===== config.mk =====
export PLATFORM = sky130hd
export DESIGN_NAME = commit_trace_buffer
export DESIGN_NICKNAME = d
export VERILOG_FILES = /design/src/rtl/trace_pkg.sv /design/src/rtl/trace_fifo.sv /design/src/rtl/commit_trace_buffer.sv
export SDC_FILE = /design/constraint.sdc
export NUM_CORES = 1
export LEC_CHECK = 0
export ABC_AREA = 1
export CORE_ASPECT_RATIO = 0.7
export CORE_UTILIZATION = 50
export CTS_CLUSTER_DIAMETER = 100
export CTS_CLUSTER_SIZE = 8
export DETAILED_ROUTE_END_ITERATION = 7
export PLACE_DENSITY_LB_ADDON = 0.05
export SLEW_MARGIN = 20
export SYNTH_ARGS = -nofsm -noshare
export SYNTH_HDL_FRONTEND = slang
export SYNTH_SLANG_ARGS = --single-unit

===== constraint.sdc =====
create_clock -name clk -period 13 [get_ports clk]
set_input_delay 3.25 -clock clk [delete_from_list [all_inputs] [get_ports clk]]
set_output_delay 3.25 -clock clk [all_outputs]
set_load 0.005 [all_outputs]

===== src/rtl/trace_pkg.sv =====
// trace_pkg
// Shared types and widths for the commit trace buffer.
//
// Contents:
//   XLEN, REG_IDX_W  : architectural data width and register index width
//   trace_rec_t      : full trace record {pc, rd, data, wb, tstamp}
//   trace_core_t     : the same record without the cycle stamp, stored
//                      when TRACE_TIMESTAMP_EN is not defined
//   make_core_rec()  : builds a record and folds writes to x0 into non-writes
//
// The stamp field is named tstamp because "time" is a reserved word.
package trace_pkg;

  localparam int XLEN      = 32;
  localparam int REG_IDX_W = 5;

  typedef struct packed {
    logic [XLEN-1:0]      pc;
    logic [REG_IDX_W-1:0] rd;
    logic [XLEN-1:0]      data;
    logic                 wb;
    logic [XLEN-1:0]      tstamp;
  } trace_rec_t;

  typedef struct packed {
    logic [XLEN-1:0]      pc;
    logic [REG_IDX_W-1:0] rd;
    logic [XLEN-1:0]      data;
    logic                 wb;
  } trace_core_t;

  // A write to x0 has no architectural effect, so it is logged as a
  // non-write with rd and data cleared.
  function automatic trace_core_t make_core_rec(
    input logic [XLEN-1:0]      pc,
    input logic                 wb_en,
    input logic [REG_IDX_W-1:0] rd,
    input logic [XLEN-1:0]      data
  );
    trace_core_t r;
    logic        wb_eff;
    wb_eff = wb_en && (rd != '0);
    r.pc   = pc;
    r.wb   = wb_eff;
    r.rd   = wb_eff ? rd : '0;
    r.data = wb_eff ? data : '0;
    return r;
  endfunction

endpackage


===== src/rtl/trace_fifo.sv =====
// trace_fifo
// Generic first-word-fall-through FIFO. data_o always shows the head entry
// and reads as all-zero while the FIFO is empty.
//
// Parameters:
//   DEPTH : number of entries, power of two (2..64)
//   T     : element type
// Ports:
//   clk_i   : clock, all state updates on the rising edge
//   rst_i   : synchronous active-high reset, empties the FIFO
//   push_i  : write data_i; accepted when not full or when popping the
//             same cycle
//   data_i  : element to write
//   pop_i   : remove the head entry; ignored while empty
//   data_o  : head entry
//   full_o  : all DEPTH entries held
//   empty_o : no entries held
//   count_o : number of entries held
module trace_fifo #(
  parameter int  DEPTH = 8,
  parameter type T     = logic [7:0]
) (
  input  logic                   clk_i,
  input  logic                   rst_i,
  input  logic                   push_i,
  input  T                       data_i,
  input  logic                   pop_i,
  output T                       data_o,
  output logic                   full_o,
  output logic                   empty_o,
  output logic [$clog2(DEPTH):0] count_o
);

  localparam int                AW      = $clog2(DEPTH);
  localparam logic [AW:0]       FullCnt = (AW+1)'(DEPTH);
  localparam logic [AW:0]       CntOne  = (AW+1)'(1);
  localparam logic [AW-1:0]     PtrOne  = AW'(1);

  T              mem_q [DEPTH];
  logic [AW-1:0] wr_ptr_q, wr_ptr_d;
  logic [AW-1:0] rd_ptr_q, rd_ptr_d;
  logic [AW:0]   count_q, count_d;
  logic          push_ok, pop_ok;

  assign full_o  = (count_q == FullCnt);
  assign empty_o = (count_q == '0);
  assign count_o = count_q;

  // A pop in the same cycle frees the slot, so a push into a full FIFO is
  // still accepted when paired with a pop.
  assign pop_ok  = pop_i && !empty_o;
  assign push_ok = push_i && (!full_o || pop_ok);

  // Stale memory contents are masked so the head reads zero while empty.
  assign data_o = empty_o ? T'('0) : mem_q[rd_ptr_q];

  always_comb begin
    wr_ptr_d = wr_ptr_q;
    rd_ptr_d = rd_ptr_q;
    count_d  = count_q;
    if (push_ok) wr_ptr_d = wr_ptr_q + PtrOne;
    if (pop_ok)  rd_ptr_d = rd_ptr_q + PtrOne;
    if (push_ok && !pop_ok)      count_d = count_q + CntOne;
    else if (pop_ok && !push_ok) count_d = count_q - CntOne;
  end

  always_ff @(posedge clk_i) begin
    if (rst_i) begin
      wr_ptr_q <= '0;
      rd_ptr_q <= '0;
      count_q  <= '0;
    end else begin
      wr_ptr_q <= wr_ptr_d;
      rd_ptr_q <= rd_ptr_d;
      count_q  <= count_d;
    end
  end

  // Storage has no reset; entries are only visible once written.
  always_ff @(posedge clk_i) begin
    if (push_ok && !rst_i) mem_q[wr_ptr_q] <= data_i;
  end

endmodule


===== src/rtl/commit_trace_buffer.sv =====
// commit_trace_buffer
// Captures one record per retired instruction (PC, rd, write data) into a
// FWFT FIFO that drains through a valid/ready port. Records arriving while
// the FIFO is full and not being drained are dropped and counted.
//
// Optional feature macro: TRACE_TIMESTAMP_EN
//   defined   : a free-running 32-bit cycle counter is stored per record and
//               shown on trace_time
//   undefined : no counter or per-entry stamp storage; trace_time is 0
//
// Parameters: DEPTH (FIFO entries, power of two 2..64), CNT_W (drop counter)
// Ports:
//   clk, rst                           : clock, synchronous active-high reset
//   commit_valid, commit_pc            : retiring instruction and its PC
//   wb_en, wb_rd, wb_data              : register-file write of that instr.
//   trace_valid, trace_ready           : head record handshake
//   trace_pc/rd/data/wb/time           : head record fields
//   occupancy                          : entries held
//   overflow                           : sticky, a record was dropped
//   drop_cnt                           : dropped records, saturating
module commit_trace_buffer
  import trace_pkg::*;
#(
  parameter int DEPTH = 8,
  parameter int CNT_W = 16
) (
  input  logic                   clk,
  input  logic                   rst,
  input  logic                   commit_valid,
  input  logic [XLEN-1:0]        commit_pc,
  input  logic                   wb_en,
  input  logic [REG_IDX_W-1:0]   wb_rd,
  input  logic [XLEN-1:0]        wb_data,
  output logic                   trace_valid,
  input  logic                   trace_ready,
  output logic [XLEN-1:0]        trace_pc,
  output logic [REG_IDX_W-1:0]   trace_rd,
  output logic [XLEN-1:0]        trace_data,
  output logic                   trace_wb,
  output logic [XLEN-1:0]        trace_time,
  output logic [$clog2(DEPTH):0] occupancy,
  output logic                   overflow,
  output logic [CNT_W-1:0]       drop_cnt
);

`ifdef TRACE_TIMESTAMP_EN
  typedef trace_rec_t store_t;
`else
  typedef trace_core_t store_t;
`endif

  localparam logic [CNT_W-1:0] DropOne = CNT_W'(1);

  store_t           wr_rec, head_rec;
  trace_core_t      core_rec;
  logic             fifo_full, fifo_empty;
  logic             push, pop, drop;
  logic             overflow_q, overflow_d;
  logic [CNT_W-1:0] drop_cnt_q, drop_cnt_d;

  assign pop  = !fifo_empty && trace_ready;
  assign push = commit_valid && (!fifo_full || pop);
  assign drop = commit_valid && fifo_full && !pop;

`ifdef TRACE_TIMESTAMP_EN
  logic [XLEN-1:0] cycle_q;

  // Free-running stamp; the value in the push cycle is stored with the record.
  always_ff @(posedge clk) begin
    if (rst) cycle_q <= '0;
    else     cycle_q <= cycle_q + XLEN'(1);
  end
`endif

  always_comb begin
    core_rec = make_core_rec(commit_pc, wb_en, wb_rd, wb_data);
    wr_rec   = '0;
    wr_rec.pc   = core_rec.pc;
    wr_rec.rd   = core_rec.rd;
    wr_rec.data = core_rec.data;
    wr_rec.wb   = core_rec.wb;
`ifdef TRACE_TIMESTAMP_EN
    wr_rec.tstamp = cycle_q;
`endif
  end

  trace_fifo #(
    .DEPTH (DEPTH),
    .T     (store_t)
  ) u_fifo (
    .clk_i   (clk),
    .rst_i   (rst),
    .push_i  (push),
    .data_i  (wr_rec),
    .pop_i   (pop),
    .data_o  (head_rec),
    .full_o  (fifo_full),
    .empty_o (fifo_empty),
    .count_o (occupancy)
  );

  assign trace_valid = !fifo_empty;
  assign trace_pc    = head_rec.pc;
  assign trace_rd    = head_rec.rd;
  assign trace_data  = head_rec.data;
  assign trace_wb    = head_rec.wb;
`ifdef TRACE_TIMESTAMP_EN
  assign trace_time  = head_rec.tstamp;
`else
  assign trace_time  = '0;
`endif

  // Drop accounting: the counter saturates and overflow stays set until reset.
  always_comb begin
    overflow_d = overflow_q;
    drop_cnt_d = drop_cnt_q;
    if (drop) begin
      overflow_d = 1'b1;
      if (drop_cnt_q != '1) drop_cnt_d = drop_cnt_q + DropOne;
    end
  end

  always_ff @(posedge clk) begin
    if (rst) begin
      overflow_q <= 1'b0;
      drop_cnt_q <= '0;
    end else begin
      overflow_q <= overflow_d;
      drop_cnt_q <= drop_cnt_d;
    end
  end

  assign overflow = overflow_q;
  assign drop_cnt = drop_cnt_q;

endmodule

==> results.toml, run 1 <==
[status]
outcome = "finished, final reports clean"

[worst_setup_path]
path_class = "reg2out"
path_common_cell = "nor2_1"
cp_max_fo = 90
cp_num_cells = 10
worstPathRequired_ns = 9.75
cp_num_buf_inv = 4
startpoint_type = "flip-flop"
path_delay_family = "buffers and inverters"
slowest_delay_ns = 0.83
slowest_stage = "buf_4"
rr_worst_depth = 7
rrSetupSlack_ns = 9.64
arrival_ns = 4.47
timing.rr.start = "u_fifo.count_o[1]"
end_kind = "primary output"
cp_cell_sequence = "buf_4 -> buf_4 -> buf_16 -> nor2_1 -> nor2_1 -> o21ai_1 -> o211ai_1 -> nand2_1 -> nor2_1 -> clkdlybuf4s50_1"
r2r-end = "u_fifo.mem_q[5][40]"

[route]
ant_nets = 0
wl_per_cell_um = 20.0
drc = 0
first_pass_iters = 5
vias = 15300
dr.first_iter.drc_count = 1304
vias_per_cell = 5.50
wl_um = 55600

[clock_tree]
post_cts_buffers = 0
clk_latency_ns = 0.59
cts.clk_slew.worst_paths_ns = 0.05
clk_path_buf_depth = 3
cts_resized = 0
postCtsHoldBufs = 0
cts_tree = "yes"
ctsHtreeMaxLevel = 3
root_buffer = "clkbuf_16"
cts_made_buffers = 83
cts.sinks = 590

[layout]
num_antenna_cells = 0
finalNetCount = 2235
drive_gt1_frac = 0.0640
area_growth_pct = 17.1
fillers = 3691

[placement]
globalplace.congestion = 0.776
dp_slack_ns = 5.89
port-buffer-count = 165
dpl.hpwl_um = 27400

[min_path]
min_from = "u_fifo.rd_ptr_q[2]"
hold_depth = 2
hold_path.class = "reg2reg"

[timing]
maxSlewViolCount = 0
tightest_slew_ns = 1.15
timing.final.crit_share = 0.594
layout_min_cycle_time_ns = 7.72
rsz0062_at_grt = "false"
setup_tns_ns = 0
relSlewSlack = 0.233
timing.fmax_mhz = 130
finalHoldViolCount = 0
setup_ws_ns = 5.28
setup_violations = 0
fin_skew_ns = 0.0206

[job]
maxCapViolations = 0

[synth]
post_synth.cell_area_avg_um2 = 12.0
synth_ff_type = "edfxtp_1"
yosysWarnings = 0
ys_seq_area_frac = 0.723
syn_area_mm2 = 0.0241
synth_edf_count = 560
yosys_register_bits = 590
synth_cell_type_count = 36
async_reset_ff_frac = 0
synthCells = 2002

[global_routing]
grt_overflow = 0
antenna_found_initial = 0
grt_max_degree = 184
grt_pass1_wl_um = 85600
grt_pass1_vias = 14900
grtUsageTotal = 0.229

[die]
io_pins = 198
dieArea_mm2 = 0.0491
coreArea_mm2 = 0.0470
chipWidth_um = 264
core.rowCount = 66
dieHeight_um = 186
initial_core_util = 0.513

[power_and_ir_drop]
ir_worst_vdd_mv = 0.108
p_per_area_mw_per_mm2 = 196
p_leak_nw = 9.75
## tightest hold or removal path: stages (launching register included)
cell	delay, ns
dfxtp_1	0.31
inv_1	0.05
a21oi_1	0.06
## cell type report
| type | count | area [µm²] | area share |
|---|---|---|---|
| clock buffer | 101 | 2220 | 0.0787 |
| clock inverter | 1 | 16.3 | 0.000577 |
| timing repair buffer | 188 | 1850 | 0.0655 |
| tap | 612 | 766 | 0.0272 |
| inverter | 57 | 223 | 0.00790 |
| multi-input combinational | 1234 | 5700 | 0.202 |
| sequential | 590 | 17400 | 0.618 |
## cell usage after synthesis, drive strengths merged, types with 4 or more instances
cell    number  share of area
ha           6         0.0031
inv         56         0.0089
xnor2        4         0.0015
nand3       18         0.0039
clkbuf      53         0.0084
nor2       577          0.090
buf         99          0.030
o211ai      70          0.022
a21oi       20         0.0042
nand2      129          0.021
o22ai       70          0.018
nor3         5         0.0010
o21ai      291          0.060
xor2         4         0.0015
dfxtp       30          0.025
edfxtp     560           0.70
## power breakdown
part	switching [mW]	internal, mW	total (mW)	leakage (nW)
combinational	0.852	0.603	1.46	3.31
clock	0.721	1.17	1.89	1.09
sequential	0.0547	2.14	2.19	5.35
## stage by stage
| step | std cells | total power, mW | util | cell area, µm² | hold WS [ns] |
|---|---|---|---|---|---|
| after global placement | 2680 | 3.68 | 0.552 | 25900 | 0.438 |
| after floorplan | 2033 | 3.06 | - | 24200 | 0.433 |
| after detailed placement | 2681 | 3.70 | 0.553 | 26000 | 0.457 |
| after global routing | 2783 | 5.83 | 0.600 | 28200 | 0.503 |
| final | 2783 | 5.54 | 0.600 | 28200 | 0.461 |
| after CTS | 2783 | 5.60 | 0.600 | 28200 | 0.467 |
## placed cells by master (no fill, tap or decap), types with 3 or more instances in the layout
cell,netlist,final
nor2_4,1,5
nand2_1,125,125
inv_1,51,50
xor2_1,4,4
o211ai_1,70,70
nor2_1,574,570
inv_2,4,4
dfxtp_4,0,3
nor3_2,0,4
nand2_2,4,3
dfxtp_1,30,27
a21oi_1,20,20
clkdlybuf4s50_1,0,165
ha_1,6,6
nand3_1,17,17
clkbuf_16,0,86
edfxtp_1,560,560
conb_1,1,32
o22ai_1,70,70
o21ai_0,240,240
o21ai_1,51,51
clkbuf_1,51,14
xnor2_1,4,4
buf_4,44,21
## state kept, by name, summed over array words and instances, names as in the netlist, named ones only
register         count
drop_cnt            16
u_fifo.wr_ptr_q      3
u_fifo.mem_q       560
u_fifo.rd_ptr_q      3
u_fifo.count_o       4
overflow             1
## routing by layer
| metal | track usage | vias up | part of all wire |
|---|---|---|---|
| li1 | - | 7324 | - |
| met1 | 0.315 | 7513 | 0.45 |
| met2 | 0.377 | 371 | 0.48 |
| met3 | 0.0349 | 100 | 0.047 |
| met4 | 0.0705 | 0 | 0.022 |
| met5 | 0 | - | 0 |
## kinds of logic (layout without fill, tap and decap cells)
group                    Yosys count  count (layout)  share of synthesized area
AO/OA/AOI/OAI                    451             451                      0.105
AND/OR/NAND/NOR                  736             736                      0.118
other                              1              32                   0.000156
flip-flops                       590             590                      0.723
buffers and inverters            209             347                     0.0470
adder cells (fa/ha/maj)            7               7                    0.00395
XOR/XNOR                           8               8                    0.00291
## how the worst max path moves through the flow
stage                               to  slack, ns
floorplan           u_fifo.mem_q[6][0]       3.91
global placement           trace_rd[2]       5.61
detailed placement         trace_pc[8]       5.89
CTS                        trace_pc[8]       5.24
global route              trace_pc[11]       4.93
finish                    trace_pc[11]       5.28
Power figures use the tool's default switching activity.
==> run 2, diff against run 1 <==
==> constraint.sdc (replaced) <==
create_clock -name clk -period 6.7 [get_ports clk]
set_input_delay 1.675 -clock clk [delete_from_list [all_inputs] [get_ports clk]]
set_output_delay 1.675 -clock clk [all_outputs]
set_load 0.005 [all_outputs]
==> results.toml, run 2 (same netlist as run 1, synthesis figures left out) <==
[status]
outcome = "finished, final reports clean"

[clock_tree]
cts.sinks = 590
clk_path_buf_depth = 3
postCtsHoldBufs = 0
post_cts_buffers = 0
cts.clk_slew.worst_paths_ns = 0.05
cts_tree = "yes"
clk_latency_ns = 0.59
root_buffer = "clkbuf_16"
cts_resized = 0
cts_made_buffers = 83
ctsHtreeMaxLevel = 3

[layout]
num_antenna_cells = 0
final_common_cell = "nor2_1"
top_register = "u_fifo.mem_q"
drive_gt1_frac = 0.0657
area_growth_pct = 17.7
final_cell_mix = "nor2_1 (570), edfxtp_1 (560), o21ai_0 (240)"
fin_cells = 2788
finalNetCount = 2237
largest_reg_flops = 560

[global_routing]
antenna_found_initial = 2
grt_pass1_vias = 15000
grt_pass1_wl_um = 86500
grtUsageTotal = 0.230
grt_overflow = 0
grt_max_degree = 211

[power_and_ir_drop]
p_per_area_mw_per_mm2 = 384
pwr-share-seq = 0.391
combPwrFrac = 0.263
p_switching_mw = 3.20
ir_worst_vdd_mv = 0.262
p_leak_nw = 9.80
clkPwrFrac = 0.346
internal_power_mw = 7.68
switching_share = 0.294

[worst_setup_path]
r2r-end = "u_fifo.count_o[3]"
slowest_stage = "dfxtp_4"
cp_max_fo = 146
rr_worst_depth = 11
rrSetupSlack_ns = 3.61
cp_num_buf_inv = 2
end_kind = "primary output"
worstPathRequired_ns = 5.03
startpoint_type = "flip-flop"
slowest_delay_ns = 0.94
cp_cell_sequence = "buf_12 -> nor2_1 -> nor2_1 -> o21ai_0 -> o211ai_1 -> nand2_1 -> nor2_1 -> clkdlybuf4s50_1"
cp_num_cells = 8
path_delay_family = "buffers and inverters"
path_class = "reg2out"
timing.rr.start = "u_fifo.count_o[0]"
arrival_ns = 3.61
path_common_cell = "nor2_1"

[route]
vias = 15400
wl_per_cell_um = 20.3
first_pass_iters = 5
drc = 0
ant_nets = 0
wl_um = 56500
dr.first_iter.drc_count = 1278
vias_per_cell = 5.53

[timing]
maxSlewViolCount = 0
tightest_slew_ns = 1.02
layout_min_cycle_time_ns = 5.29
timing.fmax_mhz = 189
setup_violations = 0
fin_skew_ns = 0.0247
timing.final.crit_share = 0.789
finalHoldViolCount = 0
relSlewSlack = 0.318
setup_tns_ns = 0
rsz0062_at_grt = "false"

[die]
io_pins = 198
core.rowCount = 66
coreArea_mm2 = 0.0470
dieHeight_um = 186
dieArea_mm2 = 0.0491
chipWidth_um = 264
initial_core_util = 0.513

[min_path]
hold_path.class = "reg2reg"
hold_depth = 2
min_from = "u_fifo.rd_ptr_q[2]"

[placement]
dpl.hpwl_um = 27800
globalplace.congestion = 0.783
dpl.cell_count = 2683
port-buffer-count = 165

[job]
maxCapViolations = 0
-- run 2: cell count changes in the layout (fill, tap and decap cells not counted) --
cell / previous run / this run
buf_12: 0 / 7
buf_4: 21 / 18
clkbuf_16: 86 / 89
buf_16: 1 / 0
buf_6: 1 / 0
clkbuf_1: 14 / 15
clkinv_8: 1 / 0
-- run 2: final cells by class --
class | count | area [µm²]
Clock buffer | 105 | 2300
Sequential cell | 590 | 17400
Timing Repair Buffer | 190 | 1930
Fill cell | 3704 | 18600
Inverter | 57 | 223
Multi-Input combinational cell | 1234 | 5700
Tap cell | 612 | 766
-- run 2: worst max-delay path by stage --
stage                     slack [ns]         from                   to
after floorplan                -0.82  trace_ready   u_fifo.mem_q[6][0]
after global placement          2.03    flip-flop             trace_wb
after detailed placement        2.06          rst  u_fifo.mem_q[2][48]
after CTS                       1.41    flip-flop        trace_data[1]
after global routing            1.19    flip-flop             trace_wb
final                           1.41    flip-flop             trace_wb
-- run 2: per-layer routing --
metal,global-route usage,vias to the layer above,share of wire
li1,-,7333,-
met1,0.328,7545,0.46
met2,0.364,441,0.46
met3,0.0397,96,0.052
met4,0.0719,4,0.022
met5,0,-,0.00032
-- run 2: metrics by stage --
stage / worst slack [ns] / instance area, µm² / power [mW] / util / hold slack [ns]
after floorplan: -0.816 / 24200 / 5.93 / - / 0.433
after detailed placement: 2.06 / 26000 / 7.21 / 0.554 / 0.442
after global routing: 1.19 / 28300 / 11.4 / 0.603 / 0.492
after CTS: 1.41 / 28300 / 11.0 / 0.603 / 0.455
after global placement: 2.03 / 26000 / 7.18 / 0.554 / 0.439
final: 1.41 / 28300 / 10.9 / 0.603 / 0.454
-- run 2: worst min-delay path: stages, from the launching register on --
cell and delay, ns:
dfxtp_1 0.31, inv_1 0.05, a21oi_1 0.06
-- run 2: power by group through the flow --
| stage | clock network (mW) | logic (mW) | registers, mW |
|---|---|---|---|
| 5_1_grt | 3.97 | 3.17 | 4.26 |
| 3_3_place_gp | 0 | 2.86 | 4.32 |
| 4_1_cts | 3.83 | 2.90 | 4.25 |
| 6_report | 3.76 | 2.87 | 4.25 |
| 3_5_place_dp | 0 | 2.88 | 4.32 |
| 2_1_floorplan | 0 | 1.67 | 4.26 |
==> run 3, diff against run 2 <==
==> constraint.sdc (replaced) <==
create_clock -name clk -period 5.4 [get_ports clk]
set_input_delay 1.35 -clock clk [delete_from_list [all_inputs] [get_ports clk]]
set_output_delay 1.35 -clock clk [all_outputs]
set_load 0.005 [all_outputs]
==> results.toml, run 3 (same netlist as run 1, synthesis figures left out) <==
[status]
outcome = "finished, final reports clean"

[clock_tree]
cts.sinks = 590
postCtsHoldBufs = 0
clk_path_buf_depth = 3
ctsHtreeMaxLevel = 3
cts.clk_slew.worst_paths_ns = 0.05
post_cts_buffers = 0
cts_resized = 0
clk_latency_ns = 0.59
root_buffer = "clkbuf_16"
cts_made_buffers = 83
cts_tree = "yes"

[placement]
dpl.hpwl_um = 29100
port-buffer-count = 165
placed_area_mm2 = 0.0262
globalplace.congestion = 0.772
dpl.cell_count = 2690

[timing]
maxSlewViolCount = 0
tightest_slew_ns = 0.909
rsz0062_at_grt = "false"
finalHoldViolCount = 0
setup_violations = 0
layout_min_cycle_time_ns = 4.77
fin_skew_ns = 0.0150
timing.final.crit_share = 0.883
timing.fmax_mhz = 210
relSlewSlack = 0.394
setup_tns_ns = 0

[route]
vias = 15500
dr.first_iter.drc_count = 1355
first_pass_iters = 5
wl_um = 56700
drc = 0
vias_per_cell = 5.54
ant_nets = 0
wl_per_cell_um = 20.3

[worst_setup_path]
slowest_stage = "dfxtp_4"
cp_num_buf_inv = 2
worstPathRequired_ns = 4.05
path_class = "reg2out"
path_delay_family = "buffers and inverters"
cp_max_fo = 60
startpoint_type = "flip-flop"
end_kind = "primary output"
path_common_cell = "nor2_1"
arrival_ns = 3.42
cp_cell_sequence = "buf_4 -> o21ai_0 -> o22ai_1 -> nor2_1 -> nor2_1 -> clkdlybuf4s50_1"
slowest_delay_ns = 0.80

[layout]
area_growth_pct = 18.1
fin_area_mm2 = 0.0284
finalNetCount = 2244
drive_gt1_frac = 0.0691
largest_reg_flops = 560
final_common_cell = "nor2_1"
top_register = "u_fifo.mem_q"
fillers = 3694
postLayoutCoreUtil = 0.605
final_cell_mix = "nor2_1 (570), edfxtp_1 (560), o21ai_0 (240)"
fin_cells = 2797

[global_routing]
grt_pass1_vias = 15300
grt_max_degree = 131
grt_pass1_wl_um = 86800
grtUsageTotal = 0.231
antenna_found_initial = 2
grt_overflow = 0

[die]
dieArea_mm2 = 0.0491
io_pins = 198
coreArea_mm2 = 0.0470
core.rowCount = 66
chipWidth_um = 264
initial_core_util = 0.513
dieHeight_um = 186

[power_and_ir_drop]
ir_worst_vdd_mv = 0.250
power_mw = 13.5
p_per_area_mw_per_mm2 = 474
p_leak_nw = 9.84

[job]
maxCapViolations = 0

[min_path]
hold_path.class = "reg2reg"
-- run 3: cell count changes in the layout (fill, tap and decap cells not counted), sizes merged --
cell	before	now
clkbuf	105	101
diode	0	1
buf	25	32
inv	55	59
clkinv	2	3
-- run 3: routing by layer --
metal	global-route usage	vias up	share of wire
li1	-	7346	-
met1	0.320	7597	0.46
met2	0.371	442	0.46
met3	0.0407	99	0.054
met4	0.0795	0	0.025
met5	0	-	0
-- run 3: report_power, final --
part | switching, mW | leakage, nW | internal (mW)
combinational | 2.08 | 3.39 | 1.49
clock | 1.78 | 1.10 | 2.81
sequential | 0.162 | 5.35 | 5.15
total | 4.03 | 9.84 | 9.45
-- run 3: tightest hold or removal path: cells and delay by family, from the launching register on --
kind | cells | cell delay [ns]
DFF | 1 | 0.30
AOI/OAI and AO/OA | 1 | 0.06
buffers and inverters | 1 | 0.05
-- run 3: path summary, 6_finish.rpt --
kind | cells after the start | slack (ns) | from | endpoint
min reg2reg | 2 | 0.45 | u_fifo.rd_ptr_q[2] | flip-flop
max | 6 | 0.63 | flip-flop | trace_data[5]
max reg2reg | 12 | 2.24 | u_fifo.count_o[0] | u_fifo.count_o[3]
min | 2 | 0.45 | u_fifo.rd_ptr_q[2] | flip-flop
-- run 3: stage by stage --
stage | setup slack (ns) | hold slack (ns)
3_3_place_gp | 1.28 | 0.436
5_1_grt | 0.456 | 0.487
3_5_place_dp | 1.25 | 0.450
6_report | 0.631 | 0.452
2_1_floorplan | -1.79 | 0.433
4_1_cts | 0.631 | 0.458
-- run 3: layout make-up --
| class | count | area (µm²) | share of cell area |
|---|---|---|---|
| Sequential cell | 590 | 17400 | 0.613 |
| Multi-Input combinational cell | 1234 | 5700 | 0.201 |
| Clock buffer | 101 | 2200 | 0.0772 |
| Timing Repair Buffer | 197 | 2070 | 0.0727 |
| Tap cell | 612 | 766 | 0.0269 |
| Inverter | 57 | 221 | 0.00779 |
| Clock inverter | 5 | 58.8 | 0.00207 |
| Antenna cell | 1 | 2.50 | 0.0000880 |
